--- src/rtl/cordic_pkg.sv ---
// Shared constants and types for the CORDIC cosine chain and its float packer.
package cordic_pkg;

  localparam int unsigned FRAC_BITS = 30;
  localparam int unsigned EXP_BIAS  = 127;
  localparam int unsigned MANT_BITS = 23;

  // CORDIC gain compensation K in Q2.30.
  localparam logic [31:0] K_FIXED = 32'h26DD3B80;

  typedef enum logic [1:0] {
    StIdle,
    StNorm,
    StRound,
    StDone
  } packer_state_t;

endpackage

--- src/rtl/float_round.sv ---
// Combinational pack of a normalized magnitude into IEEE-754 single precision.
// Round-to-nearest-even when FLOAT_PACKER_RNE_EN is defined, truncation otherwise.
module float_round
  import cordic_pkg::*;
#(
  parameter int unsigned FRAC_BITS = cordic_pkg::FRAC_BITS,
  parameter int unsigned W         = 32
) (
  input  logic [W-1:0] mag,
  input  logic [5:0]   shift,
  input  logic         sign,
  output logic [31:0]  result
);

  localparam logic [8:0] ExpBase = 9'(W - 1 - FRAC_BITS + EXP_BIAS);

  logic [MANT_BITS-1:0] mant;
  logic [MANT_BITS-1:0] mant_final;
  logic [8:0]           exp_raw;
  logic [8:0]           exp_final;
  logic                 unused_bits;

  assign mant    = mag[W-2 -: MANT_BITS];
  assign exp_raw = ExpBase - {3'b000, shift};

`ifdef FLOAT_PACKER_RNE_EN
  logic                 guard;
  logic                 sticky;
  logic                 round_up;
  logic [MANT_BITS:0]   mant_rnd;

  assign guard    = mag[W-2-MANT_BITS];
  assign sticky   = |mag[W-3-MANT_BITS:0];
  assign round_up = guard && (sticky || mant[0]);
  assign mant_rnd = {1'b0, mant} + (MANT_BITS + 1)'(round_up);
  // A carry out leaves the low bits at zero, so only the exponent needs bumping.
  assign mant_final = mant_rnd[MANT_BITS-1:0];
  assign exp_final  = exp_raw + 9'(mant_rnd[MANT_BITS]);
  assign unused_bits = mag[W-1] ^ exp_final[8];
`else
  assign mant_final  = mant;
  assign exp_final   = exp_raw;
  assign unused_bits = mag[W-1] ^ exp_final[8] ^ (^mag[W-2-MANT_BITS:0]);
`endif

  always_comb begin
    result = {sign, exp_final[7:0], mant_final};
    if (mag == '0) begin
      result = 32'h0000_0000;
    end
  end

endmodule

--- src/rtl/float_packer.sv ---
// Sequential Q2.30 fixed-point to IEEE-754 single packer with one-bit-per-cycle normalization.
// Optional round-to-nearest-even via FLOAT_PACKER_RNE_EN (see float_round).
module float_packer
  import cordic_pkg::*;
#(
  parameter int unsigned FRAC_BITS = cordic_pkg::FRAC_BITS,
  parameter int unsigned W         = 32
) (
  input  logic         clk,
  input  logic         rst_n,
  input  logic         in_valid,
  output logic         in_ready,
  input  logic [W-1:0] in_fixed,
  output logic         out_valid,
  input  logic         out_ready,
  output logic [31:0]  out_float
);

  packer_state_t state;
  logic          sign_q;
  logic [W-1:0]  mag_q;
  logic [5:0]    shift_q;
  logic [31:0]   packed_float;

  float_round #(
    .FRAC_BITS(FRAC_BITS),
    .W        (W)
  ) u_float_round (
    .mag   (mag_q),
    .shift (shift_q),
    .sign  (sign_q),
    .result(packed_float)
  );

  always_ff @(posedge clk or negedge rst_n) begin
    if (!rst_n) begin
      state     <= StIdle;
      in_ready  <= 1'b1;
      out_valid <= 1'b0;
      out_float <= '0;
      sign_q    <= 1'b0;
      mag_q     <= '0;
      shift_q   <= '0;
    end else begin
      unique case (state)
        StIdle: begin
          if (in_valid && in_ready) begin
            sign_q   <= in_fixed[W-1];
            // Negating the most negative value wraps back to itself, which is its true magnitude.
            mag_q    <= in_fixed[W-1] ? -in_fixed : in_fixed;
            shift_q  <= '0;
            in_ready <= 1'b0;
            state    <= StNorm;
          end
        end
        StNorm: begin
          if (!mag_q[W-1] && (mag_q != '0)) begin
            mag_q   <= mag_q << 1;
            shift_q <= shift_q + 6'd1;
          end else begin
            state <= StRound;
          end
        end
        StRound: begin
          out_float <= packed_float;
          out_valid <= 1'b1;
          state     <= StDone;
        end
        StDone: begin
          if (out_valid && out_ready) begin
            out_valid <= 1'b0;
            in_ready  <= 1'b1;
            state     <= StIdle;
          end
        end
        default: state <= StIdle;
      endcase
    end
  end

endmodule

--- config.mk ---
export PLATFORM = sky130hd
export DESIGN_NAME = float_packer
export DESIGN_NICKNAME = d
export VERILOG_FILES = /design/src/rtl/cordic_pkg.sv /design/src/rtl/float_round.sv /design/src/rtl/float_packer.sv
export SDC_FILE = /design/constraint.sdc
export NUM_CORES = 1
export LEC_CHECK = 0
export BUFFER_PORTS_ARGS = -buffer_cell sky130_fd_sc_hd__buf_4
export CORE_MARGIN = 2
export CORE_UTILIZATION = 45
export DETAILED_ROUTE_END_ITERATION = 7
export PLACE_DENSITY = 0.75
export RECOVER_POWER = 100
export SLEW_MARGIN = 20
export SYNTH_ARGS = -nofsm -noshare
export SYNTH_HDL_FRONTEND = slang
export SYNTH_HIERARCHICAL = 1
export SYNTH_SLANG_ARGS = --single-unit
--- constraint.sdc ---
create_clock -name clk -period 4.8 [get_ports clk]
set_input_delay 1.2 -clock clk [delete_from_list [all_inputs] [get_ports clk]]
set_output_delay 1.2 -clock clk [all_outputs]
set_load 0.005 [all_outputs]
## After elaboration in Yosys (flattened, before gate mapping)

Index checks and enable logic that the tools add are counted.

- $add $sub $neg: 3
- Multipliers: 0
- Div/mod/pow operators: 0
- Order comparisons: 0
- Equal/unequal tests: 7
- Shift-type cells: 0
- Mux-type cells: 17
- Bitwise gates (word level): 0
- Reductions and logical operators: 15

Operators by type and width:

| kind | count |
|---|---|
| 2-to-1 mux 32 bit | 4 |
| one-hot mux 32 bit (2 select lines) | 1 |
| zero test 32 bit | 1 |
| negator 32 bit | 1 |
| nonzero test 32 bit | 1 |
| 2-to-1 mux 6 bit | 2 |
| one-hot mux 6 bit (2 select lines) | 1 |
| AND reduction 3 bit | 3 |
| inequality test 2 bit, second input constant | 4 |
| one-hot mux 2 bit (4 select lines) | 1 |
| subtractor 8 x 6 -> 8 bit, first input constant | 1 |
| adder 6 x 1 -> 6 bit, second input constant | 1 |
| 2-to-1 mux 2 bit | 3 |
| nonzero test 2 bit | 3 |
| equality test 2 bit, second input constant | 2 |
| one-hot mux 1 bit (2 select lines) | 2 |
| AND reduction 2 bit | 2 |
| logical AND 1 bit | 3 |
| 2-to-1 mux 1 bit | 3 |
| equality test 2 x 1 -> 1 bit, second input constant | 1 |
| zero test 2 bit | 1 |
| zero test 1 bit | 1 |

- Flip-flop bits (word level): 75
- Bits in latches: 0
- RAM bits: 0
- Bits in read-only memories: 0
- Input port bits: 36
- Output and inout port bits: 34
- Logic and storage cells: 49
- Memories: 0

## Longest topological paths before layout

Gate-level depths: netlist of the first run.

- Depth in word-level cells: 4
- Mapped depth: 9
- Depth with buffers taken out: 7

## Hierarchy

The synthesis of the first run kept the hierarchy.

Modules (own cells, without submodules):

| module | instances | cells an instance | area each (µm²) | sequential area each (µm²) |
|---|---|---|---|---|
| float_packer | 1 | 416 | 4262.8 | 1878.1 |
| float_round | 1 | 57 | 346.6 | 0.0 |

## Least setup slack after synthesis of the first run

Ideal clock, no wire load.

- Path type: input-to-reg
- Start: input port in_fixed[0]
- End: register mag_q[16]
- Setup time: 0.125 ns
- Arrival time: 3.020 ns
- Data required time: 4.675 ns
- Setup slack: 1.655 ns
- Stages on the path: 9
- Path buffers: 2
- Cells stage by stage: inv_1 > ha_1 > or3b_1 > clkbuf_1 > or2_1 > buf_6 > o31a_1 > a311o_1 > mux2_2

- Cells in the longest elaborated chain, start to end: 4

RTL lines:

| item | line | RTL |
|---|---|---|
| from (decl) | float_packer.sv:13 | `input logic [W-1:0] in_fixed,` |
| negator 32 bit | float_packer.sv:50 | `mag_q <= in_fixed[W-1] ? -in_fixed : in_fixed;` |
| 2-to-1 mux 32 bit | float_packer.sv:50 |  |
| 2-to-1 mux 32 bit | float_packer.sv:47 | `if (in_valid && in_ready) begin` |
| one-hot mux 32 bit (2 select lines) | float_packer.sv:45 | `unique case (state)` |
| to (signal assigned) | float_packer.sv:50 |  |
| to (signal assigned) | float_packer.sv:58 | `mag_q <= mag_q << 1;` |
| to (decl) | float_packer.sv:21 | `logic [W-1:0] mag_q;` |

No other way between the ends. The select of a mux whose other input is x is not followed.
A chain may end at the register's enable or synchronous reset.

## Worst setup path in the final report of the first run

- Start: register mag_q[29]
- End: register mag_q[7]

- Cells in the longest elaborated chain, start to end: 4

RTL lines:

| item | line | RTL |
|---|---|---|
| nonzero test 32 bit | float_packer.sv:57 | `if (!mag_q[W-1] && (mag_q != '0)) begin` |
| logical AND 1 bit | float_packer.sv:57 |  |
| inequality test 2 bit (no line) | n/a |  |
| AND reduction 3 bit (no line) | n/a |  |

No other way between the ends.

==> results of run 1 <==
[metrics by stage]
| step | hold WS, ps | power, mW |
|---|---|---|
| 3_3_place_gp | 468 | 2.61 |
| 5_1_grt | 533 | 3.38 |
| 2_1_floorplan | 443 | 2.20 |
| 4_1_cts | 490 | 3.19 |
| 3_5_place_dp | 477 | 2.68 |
| 6_report | 510 | 3.14 |
[logic make-up after synthesis]
| family | Yosys count | share of synthesized area |
|---|---|---|
| adders and majority gates | 7 | 0.0190 |
| muxes | 58 | 0.141 |
| AOI/OAI and AO/OA | 85 | 0.133 |
| buffers and inverters | 70 | 0.0651 |
| DFF | 75 | 0.407 |
| xor gates and xnor gates | 21 | 0.0399 |
| and+or+nand+nor | 157 | 0.194 |
[power by group]
part | internal, mW | total [mW] | leakage (nW) | switching (mW)
logic | 0.753 | 1.42 | 1.18 | 0.664
clock network | 0.256 | 0.498 | 0.0957 | 0.242
registers | 0.930 | 1.23 | 0.929 | 0.296
[synthesized netlist by cell type (all sizes together), types with 3 or more instances]
cell / number / area (um2)
dfrtp: 74 / 1850
mux2: 56 / 631
clkbuf: 39 / 146
nand2: 28 / 105
o21ai: 24 / 120
nand3: 23 / 115
nor4: 21 / 131
xor2: 18 / 158
a21oi: 15 / 75.1
buf: 15 / 87.6
inv: 15 / 56.3
nor3: 15 / 86.3
nor2: 12 / 45.0
nand4: 10 / 62.6
nor3b: 10 / 75.1
o41ai: 8 / 100
ha: 7 / 87.6
o31ai: 7 / 52.6
or4: 7 / 52.6
a21boi: 5 / 45.0
o211ai: 5 / 37.5
or3: 5 / 31.3
a2111o: 4 / 45.0
a31oi: 4 / 25.0
and3: 4 / 25.0
nand2b: 4 / 25.0
and4: 3 / 26.3
nand3b: 3 / 22.5
nor2b: 3 / 18.8
xnor2: 3 / 26.3
[worst min-delay path, cell delays in order (launching register included)]
cell and delay (ps):
dfrtp_1 360, nand2_1 50, o21ai_0 70
[flip-flops by register name, indices dropped and copies added (netlist names)]
| register | flops |
|---|---|
| mag_q | 32 |
| shift_q | 6 |
| out_float | 32 |
| out_valid | 1 |
| state | 2 |
| in_ready | 1 |
| sign_q | 1 |
[metal layers]
metal / vias up / global-route usage / part of all wire
li1: 1793 / - / -
met1: 1864 / 0.292 / 0.46
met2: 120 / 0.339 / 0.48
met3: 12 / 0.0526 / 0.050
met4: 0 / 0.0476 / 0.013
met5: - / 0 / 0
[final cells by class]
class	instances	area share
clock buffers	11	0.0270
clock inverters	5	0.0120
inverters	15	0.0108
multi-input cells	328	0.459
flip-flops and latches	75	0.359
well taps	133	0.0318
repair buffers	73	0.100
[layout by cell type, fill, tap and decap left out, drive strengths merged, types with 18 or more instances in the layout]
master	synthesis	layout
dfrtp	74	74
mux2	56	56
clkbuf	39	50
buf	15	34
nand2	28	28
o21ai	24	24
nand3	23	23
nor4	21	21
xor2	18	18
[worst paths after layout]
path	to	cells past startpoint	slack, ps	from
min in group asynchronous	out_float[24]	1	1330	rst_n
max	mag_q[7]	6	1040	mag_q[29]
min	sign_q	2	510	sign_q
min reg2reg	sign_q	2	510	sign_q
max in group asynchronous	out_float[6]	1	2330	rst_n
max reg2reg	mag_q[7]	6	1040	mag_q[29]
==> metrics.yaml, run 1 <==
timing:
  rsz0062_at_grt: "no"
  fin_crit_sh: 0.782
  setup_viol: 0
  slew_violations: 76
  hold_viol_final: 0
  final.min_clock_period_ps: 3760
  max_freq_mhz: 266
  relSlewSlack: -0.249
  fin_skew_ps: 12.2
  layout_setup_ws_ps: 1040
  worst_pin_slew_ps: 1870
  final.setup.tns_ps: 0
global_routing:
  grt_pass1_vias: 3622
  grt_start_max_net_pins: 84
  grt_overflow: 0
  gr-usage-all-layers: 0.213
  antenna_found_initial: 0
  grt_pass1_wl_um: 18900
die:
  die_area_mm2: 0.0111
  placementRows: 36
  core_region_area_mm2: 0.00986
  ios: 70
  initial_core_util: 0.467
  die_y_um: 105
  die_w_um: 105
detailed_routing:
  via_per_inst: 5.92
  wl_um: 11200
  vias: 3789
  post_drt_wl_per_cell_um: 17.5
  drc: 0
  first_pass_iters: 4
  drt_iter0_drc: 269
  ant_nets: 0
setup_path:
  slowest_delay_ps: 1120
  startpoint_type: "flop"
  crit_fanout: 17
  crit_slowest_cell: "o21ai_0"
  cp_top_family: "simple AND/OR/NAND/NOR gates"
  cp.required_ps: 5020
  cp_cell_sequence: "nor4_1 > nand4_1 > o21ai_0 > nand2_1 > buf_4 > mux2_1"
  end_kind: "flop"
  arrival_ps: 3980
  path_buf_inv: 1
  path_class: "reg -> reg"
yosys:
  postSynthAreaPerCell_um2: 9.75
  ys_async_sr_fraction: 1.00
  ys.flop_type: "dfrtp_1"
  syn_area_mm2: 0.00461
  netlist_instances: 473
  ys_seq_elements: 75
  synth_cell_type_count: 59
  ys_warn_count: 6
  yosysSeqAreaShare: 0.407
  synth_edf_count: 0
  synth_fp_nets: 516
status:
  status: "finished with violations"
  violations: "max-capacitance violations, max-slew violations"
finish:
  antenna_cells: 0
  nNetsFinal: 545
  regArea_mm2: 0.00188
  final_cells: 640
  multi_input_area_mm2: 0.00240
  fin_util: 0.530
  layout-drive-gt1-share: 0.276
  fill_cells: 879
  area_delta_synth_final_pct: 13.5
  final_cell_area_mm2: 0.00523
job:
  drv_cap: 1
place:
  gp_congestion: 0.893
  placed_cell_area_mm2: 0.00508
  dp_hpwl_um: 8080
  placed_cells_incl_taps: 624
  place_ws_ps: 1380
  io_buffers: 69
cts:
  cts_tree: "built"
  cts_sinks: 75
  cts_root_buf: "clkbuf_8"
  worstSkewPairLatency_ps: 360
  clk_transition_reported_paths_ps: 80
  numCtsBuffers: 9
  clock_path_buffers: 2
  hold_buffers: 0
  htree_levels: 3
  post_cts_buffers: 0
  ctsResizeCount: 0
power_and_ir_drop:
  power_density_mw_per_mm2: 600
  ir_drop_mv: 0.304
  leakage_nw: 2.20
min_path:
  hp-class: "reg -> reg"
Note: power is estimated with default switching activity, not from simulation.
==> inputs of run 2 (changes only) <==
--- a/config.mk
+++ b/config.mk
@@ -5,11 +5,12 @@
 export SDC_FILE = /design/constraint.sdc
 export NUM_CORES = 1
 export LEC_CHECK = 0
+export ABC_AREA = 1
 export BUFFER_PORTS_ARGS = -buffer_cell sky130_fd_sc_hd__buf_4
 export CORE_MARGIN = 2
 export CORE_UTILIZATION = 45
 export DETAILED_ROUTE_END_ITERATION = 7
-export PLACE_DENSITY = 0.75
+export PLACE_DENSITY = 0.78
 export RECOVER_POWER = 100
 export SLEW_MARGIN = 20
 export SYNTH_ARGS = -nofsm -noshare
==> constraint.sdc (replaced) <==
create_clock -name clk -period 3.27 [get_ports clk]
set_input_delay 0.8175 -clock clk [delete_from_list [all_inputs] [get_ports clk]]
set_output_delay 0.8175 -clock clk [all_outputs]
set_load 0.005 [all_outputs]
==> run 2 against run 1 <==
Compared with the run above: the run still ends with max-capacitance violations, max-slew violations left; global-route usage rose by 0.40 points; clock skew is 1.8 ps lower; synthesized cell count grew 55%; via count is 20% higher; total power grew 44%; worst setup slack lost 360 ps; design area up 4.3%; combinational power rose by 42%; fmax is 46% higher; cell count is 42% higher; critical path type unchanged; critical endpoint is now mag_q[11]; largest power group unchanged.
==> metrics.yaml, run 2 <==
status:
  status: "finished with violations"
  violations: "max-capacitance violations, max-slew violations"
min_path:
  hp-start: "out_float[15]"
  hold_end: "out_float[15]"
  hp-class: "reg -> reg"
  min_path_cells: 2
power_and_ir_drop:
  ir_drop_mv: 0.342
  leakage_nw: 2.91
  power_frac_seq: 0.374
  intPower_mw: 2.58
  p_sw_mw: 1.95
  power_density_mw_per_mm2: 831
  combPwrFrac: 0.446
  finalPower_mw: 4.53
  switching_share: 0.430
  p_clk_frac: 0.179
detailed_routing:
  via_per_inst: 5.01
  first_pass_iters: 5
  wl_um: 11600
  wl_met3_um: 818
  dr.max_layer_used: "met4"
  ant_nets: 0
  drc: 0
  drt-met1-wl_um: 5500
  post_drt_wl_per_cell_um: 12.8
  vias: 4552
  met2_length_um: 5060
  drt_iter0_drc: 339
die:
  die_y_um: 107
  die_w_um: 107
  die_area_mm2: 0.0114
  placementRows: 37
  initial_core_util: 0.462
  core_region_area_mm2: 0.0103
  ios: 70
yosys:
  synth_cell_type_count: 35
  synth_area_leaders: "dfrtp_1, nand2_1, nor2_1, nand3_1, inv_1"
  synth_fp_nets: 775
  ys_async_sr_fraction: 1.00
  netlist_instances: 732
  ys_warn_count: 6
  yosysMostFrequentCell: "nand2_1"
  ys.flop_type: "dfrtp_1"
  yosysSeqAreaShare: 0.396
  ys_seq_elements: 75
  syn_area_mm2: 0.00474
  synth_edf_count: 0
  yosys.area.top_type: "dfrtp_1"
  synth_common_cells: "nand2_1, nor2_1, dfrtp_1"
  synth.top_cell.area_share: 0.390
  postSynthAreaPerCell_um2: 6.48
finish:
  antenna_cells: 0
  layout_commonest_cell: "nand2_1"
  layout_common_cells: "nand2_1, nor2_1, dfrtp_1"
  fill_cells: 1055
  reg.largest.list: "mag_q: 32 flops, out_float: 32 flops, shift_q: 6 flops"
  layout-drive-gt1-share: 0.131
  nNetsFinal: 811
  area_delta_synth_final_pct: 15.0
timing:
  final.min_clock_period_ps: 2580
  hold_viol_final: 0
  holdWs_ps: 470
  slew_violations: 76
  max_freq_mhz: 387
  rsz0062_at_grt: "no"
  fin_skew_ps: 10.4
  fin_crit_sh: 0.789
  relSlewSlack: -0.236
  final.setup.tns_ps: 0
  setup_viol: 0
  worst_pin_slew_ps: 1850
setup_path:
  rrSetupSlack_ps: 690
  ff2ff_path_depth: 8
  path_class: "reg -> reg"
  r2r-start: "state[1]"
  arrival_ps: 2760
  end_kind: "flop"
  reg2reg_to: "mag_q[11]"
  crit_fanout: 31
  cp.required_ps: 3450
  startpoint_type: "flop"
global_routing:
  antenna_found_initial: 0
  grt_start_max_net_pins: 76
  grt_pass1_vias: 4166
  gr-usage-all-layers: 0.216
  grt_overflow: 0
  grt_pass1_wl_um: 19700
cts:
  htree_levels: 3
  cts_root_buf: "clkbuf_8"
  worstSkewPairLatency_ps: 360
  cts_sinks: 75
  clk_transition_reported_paths_ps: 80
  clock_path_buffers: 2
  hold_buffers: 0
  numCtsBuffers: 9
  post_cts_buffers: 0
  ctsResizeCount: 0
  cts_tree: "built"
job:
  drv_cap: 1
place:
  gp_congestion: 0.941
  dp_hpwl_um: 8360
  io_buffers: 69
==> run 2: cell types whose count changed after synthesis, moves of 12 or more <==
cell / before / now
o21ai_0: 16 / 28
mux2_2: 54 / 0
nand3_1: 23 / 55
nor2_1: 12 / 103
nor4_1: 21 / 0
inv_1: 15 / 39
nand2_1: 28 / 320
==> run 2: layout make-up <==
| class | instances | area (um2) | share of cell area |
|---|---|---|---|
| tap | 136 | 170 | 0.0312 |
| timing repair buffer | 73 | 532 | 0.0975 |
| clock inverter | 4 | 72.6 | 0.0133 |
| multi-input combinational | 569 | 2500 | 0.458 |
| sequential | 75 | 1880 | 0.344 |
| inverter | 40 | 150 | 0.0275 |
| clock buffer | 12 | 155 | 0.0284 |
==> run 2: cell families (layout without fill, tap and decap cells) <==
family	count (synthesis)	in the layout	share of synthesized area
muxes	2	2	0.00422
AOI/OAI and AO/OA	39	39	0.0448
and+or+nand+nor	505	505	0.430
adders and majority gates	7	7	0.0185
DFF	75	75	0.396
xor gates and xnor gates	16	16	0.0295
buffers and inverters	88	129	0.0767
==> run 2: worst max path at each step <==
stage / from / end / slack, ps / cells past startpoint
CTS: state[1] / mag_q[6] / 1140 / 7
floorplan: in_fixed[0] / mag_q[12] / 1360 / 10
finish: state[1] / mag_q[11] / 690 / 8
global route: state[1] / mag_q[11] / 470 / 8
detailed placement: in_fixed[0] / mag_q[26] / 1020 / 12
global placement: in_fixed[0] / mag_q[16] / 1070 / 11
==> run 2: through the flow <==
stage	std cells	setup slack, ps	util	area, um2
3_3_place_gp	893	1070	0.511	5250
4_1_cts	909	1140	0.533	5480
5_1_grt	909	470	0.531	5460
6_report	909	689	0.531	5460
2_1_floorplan	732	1360	-	4740
3_5_place_dp	893	1020	0.511	5250
==> run 2: metal layers <==
metal	vias to the layer above	GRT usage
met5	-	0
met4	0	0.0742
met3	18	0.0438
met2	162	0.325
met1	2046	0.312
li1	2326	-
==> run 2: critical path: stages, from the launching register on <==
cell,delay [ps]
dfrtp_1,410
inv_1,110
ha_1,190
inv_2,60
nor2_1,80
o21ai_0,170
a21oi_2,160
clkbuf_1,1060
o21ai_0,180
==> run 2: power groups by stage <==
stage	registers, mW	clock network (mW)	logic, mW
after floorplan	1.63	0	1.54
after global placement	1.70	0	2.02
after detailed placement	1.72	0	2.06
after CTS	1.70	0.826	2.07
after global routing	1.75	0.874	2.35
final	1.70	0.812	2.02
